===== src/rtl/clk_div_pkg.sv =====
// clk_div_pkg: shared constants and helpers for the clock-enable divider.
//   DEF_CNT_W   - default counter / ratio width
//   DEF_DIV     - default divide ratio loaded at reset
//   MAX_NUM_CH  - largest supported channel count
//   eff_div()   - maps a programmed ratio to the effective ratio (0 behaves as 1)
package clk_div_pkg;

    localparam int DEF_CNT_W  = 8;
    localparam int DEF_DIV    = 4;
    localparam int MAX_NUM_CH = 8;

    function automatic logic [31:0] eff_div(input logic [31:0] ratio);
        return (ratio == 32'd0) ? 32'd1 : ratio;
    endfunction

endpackage


===== src/rtl/clk_div_channel.sv =====
// clk_div_channel: one divider channel (counter, live ratio, shadow ratio,
// pending flag, registered tick and toggling clk_div level).
// Optional feature macro: CLK_DIV_PHASE_ALIGN_EN (adds sync_i).
// Ports:
//   clk_i      system clock
//   reset_i    synchronous active-high reset
//   sync_i     (CLK_DIV_PHASE_ALIGN_EN only) global phase realign
//   en_i       channel run enable
//   wr_i       write of a new ratio targeted at this channel
//   wr_val_i   new ratio
//   pend_o     shadow holds a ratio not yet applied
//   tick_o     one-cycle enable pulse per ratio period
//   clk_div_o  level toggling on every tick
module clk_div_channel
    import clk_div_pkg::*;
#(
    parameter int CNT_W       = DEF_CNT_W,
    parameter int DEFAULT_DIV = DEF_DIV
) (
    input  logic             clk_i,
    input  logic             reset_i,
`ifdef CLK_DIV_PHASE_ALIGN_EN
    input  logic             sync_i,
`endif
    input  logic             en_i,
    input  logic             wr_i,
    input  logic [CNT_W-1:0] wr_val_i,
    output logic             pend_o,
    output logic             tick_o,
    output logic             clk_div_o
);

    logic [CNT_W-1:0] cnt_q, cnt_d;
    logic [CNT_W-1:0] ratio_q, ratio_d;
    logic [CNT_W-1:0] shadow_q, shadow_d;
    logic             pend_q, pend_d;
    logic             tick_q, tick_d;
    logic             clk_div_q, clk_div_d;
    logic [CNT_W-1:0] term;

    always_comb begin
        cnt_d     = cnt_q;
        ratio_d   = ratio_q;
        shadow_d  = shadow_q;
        pend_d    = pend_q;
        tick_d    = 1'b0;
        clk_div_d = clk_div_q;
        term      = CNT_W'(eff_div(32'(ratio_q)) - 32'd1);

`ifdef CLK_DIV_PHASE_ALIGN_EN
        if (sync_i) begin
            cnt_d     = '0;
            clk_div_d = 1'b0;
            if (pend_q) begin
                ratio_d = shadow_q;
                pend_d  = 1'b0;
            end
        end else
`endif
        if (!en_i) begin
            // Stopped: counter parked at zero, a pending ratio is safe to apply now.
            cnt_d = '0;
            if (pend_q) begin
                ratio_d = shadow_q;
                pend_d  = 1'b0;
            end
        end else if (cnt_q == term) begin
            // Terminal count: new ratio only ever lands on a period boundary.
            cnt_d     = '0;
            tick_d    = 1'b1;
            clk_div_d = ~clk_div_q;
            if (pend_q) begin
                ratio_d = shadow_q;
                pend_d  = 1'b0;
            end
        end else begin
            cnt_d = cnt_q + CNT_W'(1);
        end

        // A write in the same cycle as an apply stays pending for the next boundary.
        if (wr_i) begin
            shadow_d = wr_val_i;
            pend_d   = 1'b1;
        end
    end

    always_ff @(posedge clk_i) begin
        if (reset_i) begin
            cnt_q     <= '0;
            ratio_q   <= CNT_W'(DEFAULT_DIV);
            shadow_q  <= CNT_W'(DEFAULT_DIV);
            pend_q    <= 1'b0;
            tick_q    <= 1'b0;
            clk_div_q <= 1'b0;
        end else begin
            cnt_q     <= cnt_d;
            ratio_q   <= ratio_d;
            shadow_q  <= shadow_d;
            pend_q    <= pend_d;
            tick_q    <= tick_d;
            clk_div_q <= clk_div_d;
        end
    end

    assign pend_o    = pend_q;
    assign tick_o    = tick_q;
    assign clk_div_o = clk_div_q;

endmodule


===== src/rtl/clk_en_divider.sv =====
// clk_en_divider: NUM_CH independent clock-enable generators with
// runtime-programmable divide ratios. Holds the write decode and ack.
// Optional feature macro: CLK_DIV_PHASE_ALIGN_EN (adds sync_i).
// Ports:
//   clk_i       system clock
//   reset_i     synchronous active-high reset
//   sync_i      (CLK_DIV_PHASE_ALIGN_EN only) realign all channels
//   ch_en_i     per-channel run enable
//   div_wr_i    ratio write strobe
//   div_ch_i    target channel of the write
//   div_val_i   new ratio
//   div_ack_o   one-cycle ack of any write
//   div_pend_o  per-channel ratio pending
//   tick_o      per-channel enable pulses
//   clk_div_o   per-channel divided levels
module clk_en_divider
    import clk_div_pkg::*;
#(
    parameter int NUM_CH      = 2,
    parameter int CNT_W       = DEF_CNT_W,
    parameter int CH_W        = 1,
    parameter int DEFAULT_DIV = DEF_DIV
) (
    input  logic              clk_i,
    input  logic              reset_i,
`ifdef CLK_DIV_PHASE_ALIGN_EN
    input  logic              sync_i,
`endif
    input  logic [NUM_CH-1:0] ch_en_i,
    input  logic              div_wr_i,
    input  logic [CH_W-1:0]   div_ch_i,
    input  logic [CNT_W-1:0]  div_val_i,
    output logic              div_ack_o,
    output logic [NUM_CH-1:0] div_pend_o,
    output logic [NUM_CH-1:0] tick_o,
    output logic [NUM_CH-1:0] clk_div_o
);

    logic div_ack_q;

    // Acknowledge every strobe, even for channels that do not exist.
    always_ff @(posedge clk_i) begin
        if (reset_i) div_ack_q <= 1'b0;
        else         div_ack_q <= div_wr_i;
    end
    assign div_ack_o = div_ack_q;

    for (genvar i = 0; i < NUM_CH; i++) begin : g_ch
        logic wr_sel;
        // Out-of-range channel numbers match no instance, so they change nothing.
        assign wr_sel = div_wr_i && (div_ch_i == CH_W'(i));

        clk_div_channel #(
            .CNT_W       (CNT_W),
            .DEFAULT_DIV (DEFAULT_DIV)
        ) u_ch (
            .clk_i     (clk_i),
            .reset_i   (reset_i),
`ifdef CLK_DIV_PHASE_ALIGN_EN
            .sync_i    (sync_i),
`endif
            .en_i      (ch_en_i[i]),
            .wr_i      (wr_sel),
            .wr_val_i  (div_val_i),
            .pend_o    (div_pend_o[i]),
            .tick_o    (tick_o[i]),
            .clk_div_o (clk_div_o[i])
        );
    end

endmodule


===== config.mk =====
export PLATFORM = sky130hd
export DESIGN_NAME = clk_en_divider
export DESIGN_NICKNAME = d
export VERILOG_FILES = /design/src/rtl/clk_div_pkg.sv /design/src/rtl/clk_div_channel.sv /design/src/rtl/clk_en_divider.sv
export SDC_FILE = /design/constraint.sdc
export NUM_CORES = 1
export LEC_CHECK = 0
export BUFFER_PORTS_ARGS = -buffer_cell sky130_fd_sc_hd__buf_2
export CAP_MARGIN = 15
export CORE_MARGIN = 3
export CORE_UTILIZATION = 60
export CTS_CLUSTER_SIZE = 12
export DETAILED_ROUTE_END_ITERATION = 16
export HOLD_SLACK_MARGIN = 0.03
export PLACE_DENSITY = 0.79
export SYNTH_ARGS = -nofsm -noshare
export SYNTH_HDL_FRONTEND = slang
export SYNTH_HIERARCHICAL = 1
export SYNTH_SLANG_ARGS = --single-unit

===== constraint.sdc =====
create_clock -name clk_i -period 3.65 [get_ports clk_i]
set_input_delay 0.365 -clock clk_i [delete_from_list [all_inputs] [get_ports clk_i]]
set_output_delay 0.365 -clock clk_i [all_outputs]
set_load 0.005 [all_outputs]

Word level (Yosys, flattened, before mapping) --
Cells that the tools add are included.
Operators by class: reductions and logical operators 10, muxes and demuxes 16, add/subtract/negate cells 4, equal/unequal tests 6, bitwise logic cells 5
Operator list (count):
- 2-to-1 mux 8 bit | 8
- adder 8 x 1 -> 8 bit (second input constant) | 2
- == test 8 bit | 2
- zero test 8 bit | 2
- subtractor 8 x 1 -> 8 bit (second input constant) | 2
- 2-to-1 mux 1 bit | 8
- inequality test 3 x 1 -> 1 bit (second input constant) | 2
- OR reduction 3 bit | 2
- NOT 1 bit | 5
- inequality test 2 x 1 -> 1 bit (second input constant) | 2
- AND reduction 2 bit | 2
- OR reduction 2 bit | 2
- logical AND 1 bit | 2
Storage, ports and cells: input port bits 14, bits in registers 55, output and inout port bits 7, logic and storage cells 54

Depth between registers and ports, before layout --
depth in word-level cells 7, mapped depth 12, gate-level depth less buffers 9

By module --
Netlist, hierarchy kept.
Modules (own cells, without submodules):
- clk_div_channel | sequential area each 540.5 µm², area an instance 1572.8 µm², times used 2, cells an instance 186
- clk_en_divider | sequential area each 20.0 µm², area an instance 42.5 µm², times used 1, cells an instance 4

Worst setup path after synthesis --
No wires, ideal clock.
path kind register to register, from register g_ch[0].u_ch.ratio_q[3], to register g_ch[0].u_ch.clk_div_q, library setup time 0.070 ns, stages on the path, launching flop included 12, data required time 3.580 ns, period minus slack after synthesis 2.844 ns, buffers on the path 2, setup slack 0.806 ns, arrival time 2.774 ns, path through dfxtp_1 > buf_6 > nor3_4 > a31oi_1 > ha_1 > or2_2 > a221oi_1 > o2bb2ai_1 > or4_1 > buf_2 > or4_1 > a21oi_1
Between the ends: word-level cells in the longest chain between the ends 5
RTL lines:
- from (decl) | RTL line clk_div_channel.sv:34 | logic [CNT_W-1:0] ratio_q, ratio_d;
- from (signal assigned) | RTL line clk_div_channel.sv:90 | ratio_q <= CNT_W'(DEFAULT_DIV);
- from (signal assigned) | RTL line clk_div_channel.sv:97 | ratio_q <= ratio_d;
- zero test 8 bit | RTL line clk_div_pkg.sv:13 | return (ratio == 32'd0) ? 32'd1 : ratio;
- 2-to-1 mux 8 bit (*) | RTL line clk_div_pkg.sv:13
- subtractor 8 x 1 -> 8 bit (*) | RTL line clk_div_channel.sv:48 | term = CNT_W'(eff_div(32'(ratio_q)) - 32'd1);
- == test 8 bit (*) | RTL line clk_div_channel.sv:67 | end else if (cnt_q == term) begin
- AND reduction 2 bit (no line) (*)
- to (signal assigned) | RTL line clk_div_channel.sv:101 | clk_div_q <= clk_div_d;
- to (decl) | RTL line clk_div_channel.sv:38 | logic clk_div_q, clk_div_d;
Mark *: on every way between the ends. The rest lies on a longest branch, timed or not. A chain may end at the register's enable or synchronous reset.

Worst setup path after layout --
from register g_ch[1].u_ch.ratio_q[3], to register g_ch[1].u_ch.clk_div_q
Between the ends: word-level cells in the longest chain between the ends 5
RTL lines (RTL line):
- from (decl) | clk_div_channel.sv:34
- from (signal assigned) | clk_div_channel.sv:90
- from (signal assigned) | clk_div_channel.sv:97
- zero test 8 bit | clk_div_pkg.sv:13
- 2-to-1 mux 8 bit (*) | clk_div_pkg.sv:13
- subtractor 8 x 1 -> 8 bit (*) | clk_div_channel.sv:48
- == test 8 bit (*) | clk_div_channel.sv:67
- AND reduction 2 bit (no line) (*)
- to (signal assigned) | clk_div_channel.sv:101
- to (decl) | clk_div_channel.sv:38
Marks and branches as above.

==> flow_metrics.tcl <==
set metrics [dict create \
    path_buf_inv 0 \
    finalHoldViolCount 0 \
    io_pins 21 \
    synth_largest_area_cell "dfxtp_1" \
    clk_latency_ns 0.30 \
    fp.dieW_um 78.90 \
    drt-total-wl_um 6972 \
    holdPathStages 2 \
    fmax_ghz 0.2970 \
    maxCapViolations 0 \
    final_cell_area_um2 3287 \
    period_share_pct 92.25 \
    drc 0 \
    ant_nets 0 \
    synth_top_area_share_pct 34.54 \
    endpoint_kind "flip-flop" \
    cp_num_cells 9 \
    die_y_um 78.90 \
    numCtsBuffers 5 \
    vias_per_cell 6.322 \
    fillers 432 \
    drt_iter0_drc 263 \
    synth_compound_area_share_pct 15.15 \
    synthTopCellsByArea "dfxtp_1, nor3_1, mux2i_1" \
    rows 25 \
    grt_first_pass_wirelength_um 12230 \
    crit_top_cell "or4_1" \
    ys_seq_elements 55 \
    gp_congestion 0.8873 \
    worstMarginPinSlew_ns 0.9145 \
    power_leakage_nw 1.204 \
    path_clk_slew_ns 0.10 \
    via_count 2807 \
    coreArea_um2 4911 \
    use_met2_pct 38.29 \
    antenna_found_initial 0 \
    ys_warn_count 6 \
    cp_slowest_cell "or4_1" \
    synth_ff_type "dfxtp_1" \
    syn_nets 394 \
    diodes 0 \
    period_minus_slack_ns 3.367 \
    hpwl_um 4816 \
    grtUsageTotal_pct 23.87 \
    p_per_area_nw_per_um2 352.9 \
    synth-simple-area-share_pct 28.96 \
    path_cells "nor3_4 -> a31oi_1 -> ha_1 -> xnor2_1 -> o2111ai_1 -> a31o_1 -> or4_1 -> or4_1 -> a21oi_1" \
    setup_viol 0 \
    power_mw 1.160 \
    slew_violations 0 \
    dieArea_um2 6224 \
    nets 394 \
    synth_top_family_by_area "simple AND/OR/NAND/NOR gates" \
    root_buffer "clkbuf_8" \
    grtUsageMet1_pct 33.57 \
    portBuffers 20 \
    status "complete, no violations" \
    synth_xor_area_share_pct 6.593 \
    gr-usage-met3_pct 4.082 \
    floorplan.initialDensity_pct 64.92 \
    grt_pass1_vias 2582 \
    grt-ovfl-total 0 \
    netlist_area_um2 3188 \
    clock_skew_ns 0.01962 \
    ir_drop_uv 335.7 \
    finalSetupTns_ns 0 \
    synth_edf_count 0 \
    grt_max_degree 60 \
    setup_slack_ns 0.2828 \
    reg2reg_depth 9 \
    seq_area_frac_synth_pct 34.54 \
    synth_common_cells "dfxtp_1, nor3_1, nor2_1, nand2_1, nand3_1" \
    crit_type "flip-flop to flip-flop" \
    dp.cells 436 \
    cp_max_fo 19 \
    instances_no_fill 444 \
    clockBufferDepth 2 \
    cp_top_family "simple AND/OR/NAND/NOR gates" \
    cts_sinks 55 \
    syn_to_final_growth_pct 3.100 \
    dr.pass1.iters 4 \
    wl_per_cell_um 15.70 \
    cts_tree "done" \
    cp.required_ns 3.88 \
    synth_cell_type_count 48 \
    critPathMaxStageDelay_ns 0.82 \
    hold_buffers 0 \
    synth-adder-area-share_pct 1.570 \
    slew-limit-headroom_pct 39.03 \
    start_kind "flip-flop" \
    synth.most_common_cell "dfxtp_1" \
    htree_levels 2 \
    dp_slack_ns 0.2689 \
    avgSynthCellArea_um2 8.479 \
    critical_path_arrival_ns 3.60 \
    rsz0062_at_grt "no" \
    busiest_layer "met2" \
    muxShareOfSynthArea_pct 5.024 \
    async_flop_share_pct 0 \
    syn_inst 376 \
    min_path_type "input port to flip-flop" \
    layout-drive-gt1-share_pct 11.41 \
    holdWs_ns 0.2883 \
    dpl_cell_area_um2 3172 \
    final_util_pct 66.93 \
]
## power breakdown
part / leakage (nW) / internal (mW) / switching [mW]
logic: 0.702 / 0.0444 / 0.0762
registers: 0.447 / 0.617 / 0.0216
clock network: 0.0558 / 0.208 / 0.193
## timing repair
item / 4_1_cts / 5_1_grt
endpoints found under the setup margin: 0 / 10
buffers inserted: 0 / 0
resized for setup: 0 / 1
## sequential cells by signal (all words and copies together), names as in the netlist
register / count
div_ack_o: 1
g_ch.u_ch/clk_div_o: 2
g_ch.u_ch/cnt_q: 16
g_ch.u_ch/pend_o: 2
g_ch.u_ch/ratio_q: 16
g_ch.u_ch/shadow_q: 16
g_ch.u_ch/tick_o: 2
## cells in the final DEF, fill, tap and decap left out, types with 4 or more instances in the layout
| cell type | count |
|---|---|
| xnor2_1 | 10 |
| or4_1 | 19 |
| clkbuf_8 | 5 |
| xor2_1 | 14 |
| inv_1 | 12 |
| or2_2 | 4 |
| nor2b_1 | 7 |
| dfxtp_1 | 55 |
| nor3_1 | 36 |
| nor2_1 | 30 |
| ha_1 | 4 |
| a21oi_1 | 6 |
| a31oi_1 | 16 |
| nand3_1 | 24 |
| o2111ai_1 | 16 |
| o22ai_1 | 4 |
| buf_2 | 20 |
| nand2_1 | 26 |
| mux2i_1 | 16 |
## cell type report
class / instances / area [µm²] / share of cell area (%)
clock buffer: 6 / 72.57 / 2.208
timing repair buffer: 21 / 107.6 / 3.274
inverter: 14 / 52.55 / 1.599
tap: 67 / 83.83 / 2.550
multi-input combinational: 279 / 1831 / 55.69
sequential: 55 / 1101 / 33.50
clock inverter: 2 / 38.79 / 1.180
## worst register-to-register path, stage by stage, from the launching register on
cell	delay (ns)
dfxtp_1	0.43
nor3_4	0.32
a31oi_1	0.15
ha_1	0.27
xnor2_1	0.24
o2111ai_1	0.14
a31o_1	0.21
or4_1	0.82
or4_1	0.57
a21oi_1	0.15
## path summary, 6_finish.rpt
kind	slack [ns]	startpoint	end
setup / recovery	0.28	g_ch[1].u_ch/ratio_q[3]$_SDFFE_PP0P_	g_ch[1].u_ch/clk_div_o$_SDFFE_PP0P_
hold / removal	0.29	div_wr_i	div_ack_o$_SDFF_PP0_
setup reg to reg	0.28	g_ch[1].u_ch/ratio_q[3]$_SDFFE_PP0P_	g_ch[1].u_ch/clk_div_o$_SDFFE_PP0P_
hold reg to reg	0.49	g_ch[1].u_ch/clk_div_o$_SDFFE_PP0P_	g_ch[1].u_ch/clk_div_o$_SDFFE_PP0P_
## kinds of logic (layout without fill, tap and decap cells)
logic type / Yosys count / count (layout)
XOR/XNOR: 24 / 24
adder cells (fa/ha/maj): 4 / 4
buffers and inverters: 42 / 43
AO/OA/AOI/OAI: 64 / 64
AND/OR/NAND/NOR: 171 / 171
multiplexers: 16 / 16
flip-flops: 55 / 55
## per-layer routing
| layer | vias to the layer above | share of wire [%] |
|---|---|---|
| li1 | 1395 | - |
| met1 | 1323 | 49 |
| met2 | 83 | 45 |
| met3 | 6 | 5.1 |
| met4 | 0 | 0.70 |
| met5 | - | 0 |
No activity file was read; power rests on OpenSTA's default activity.
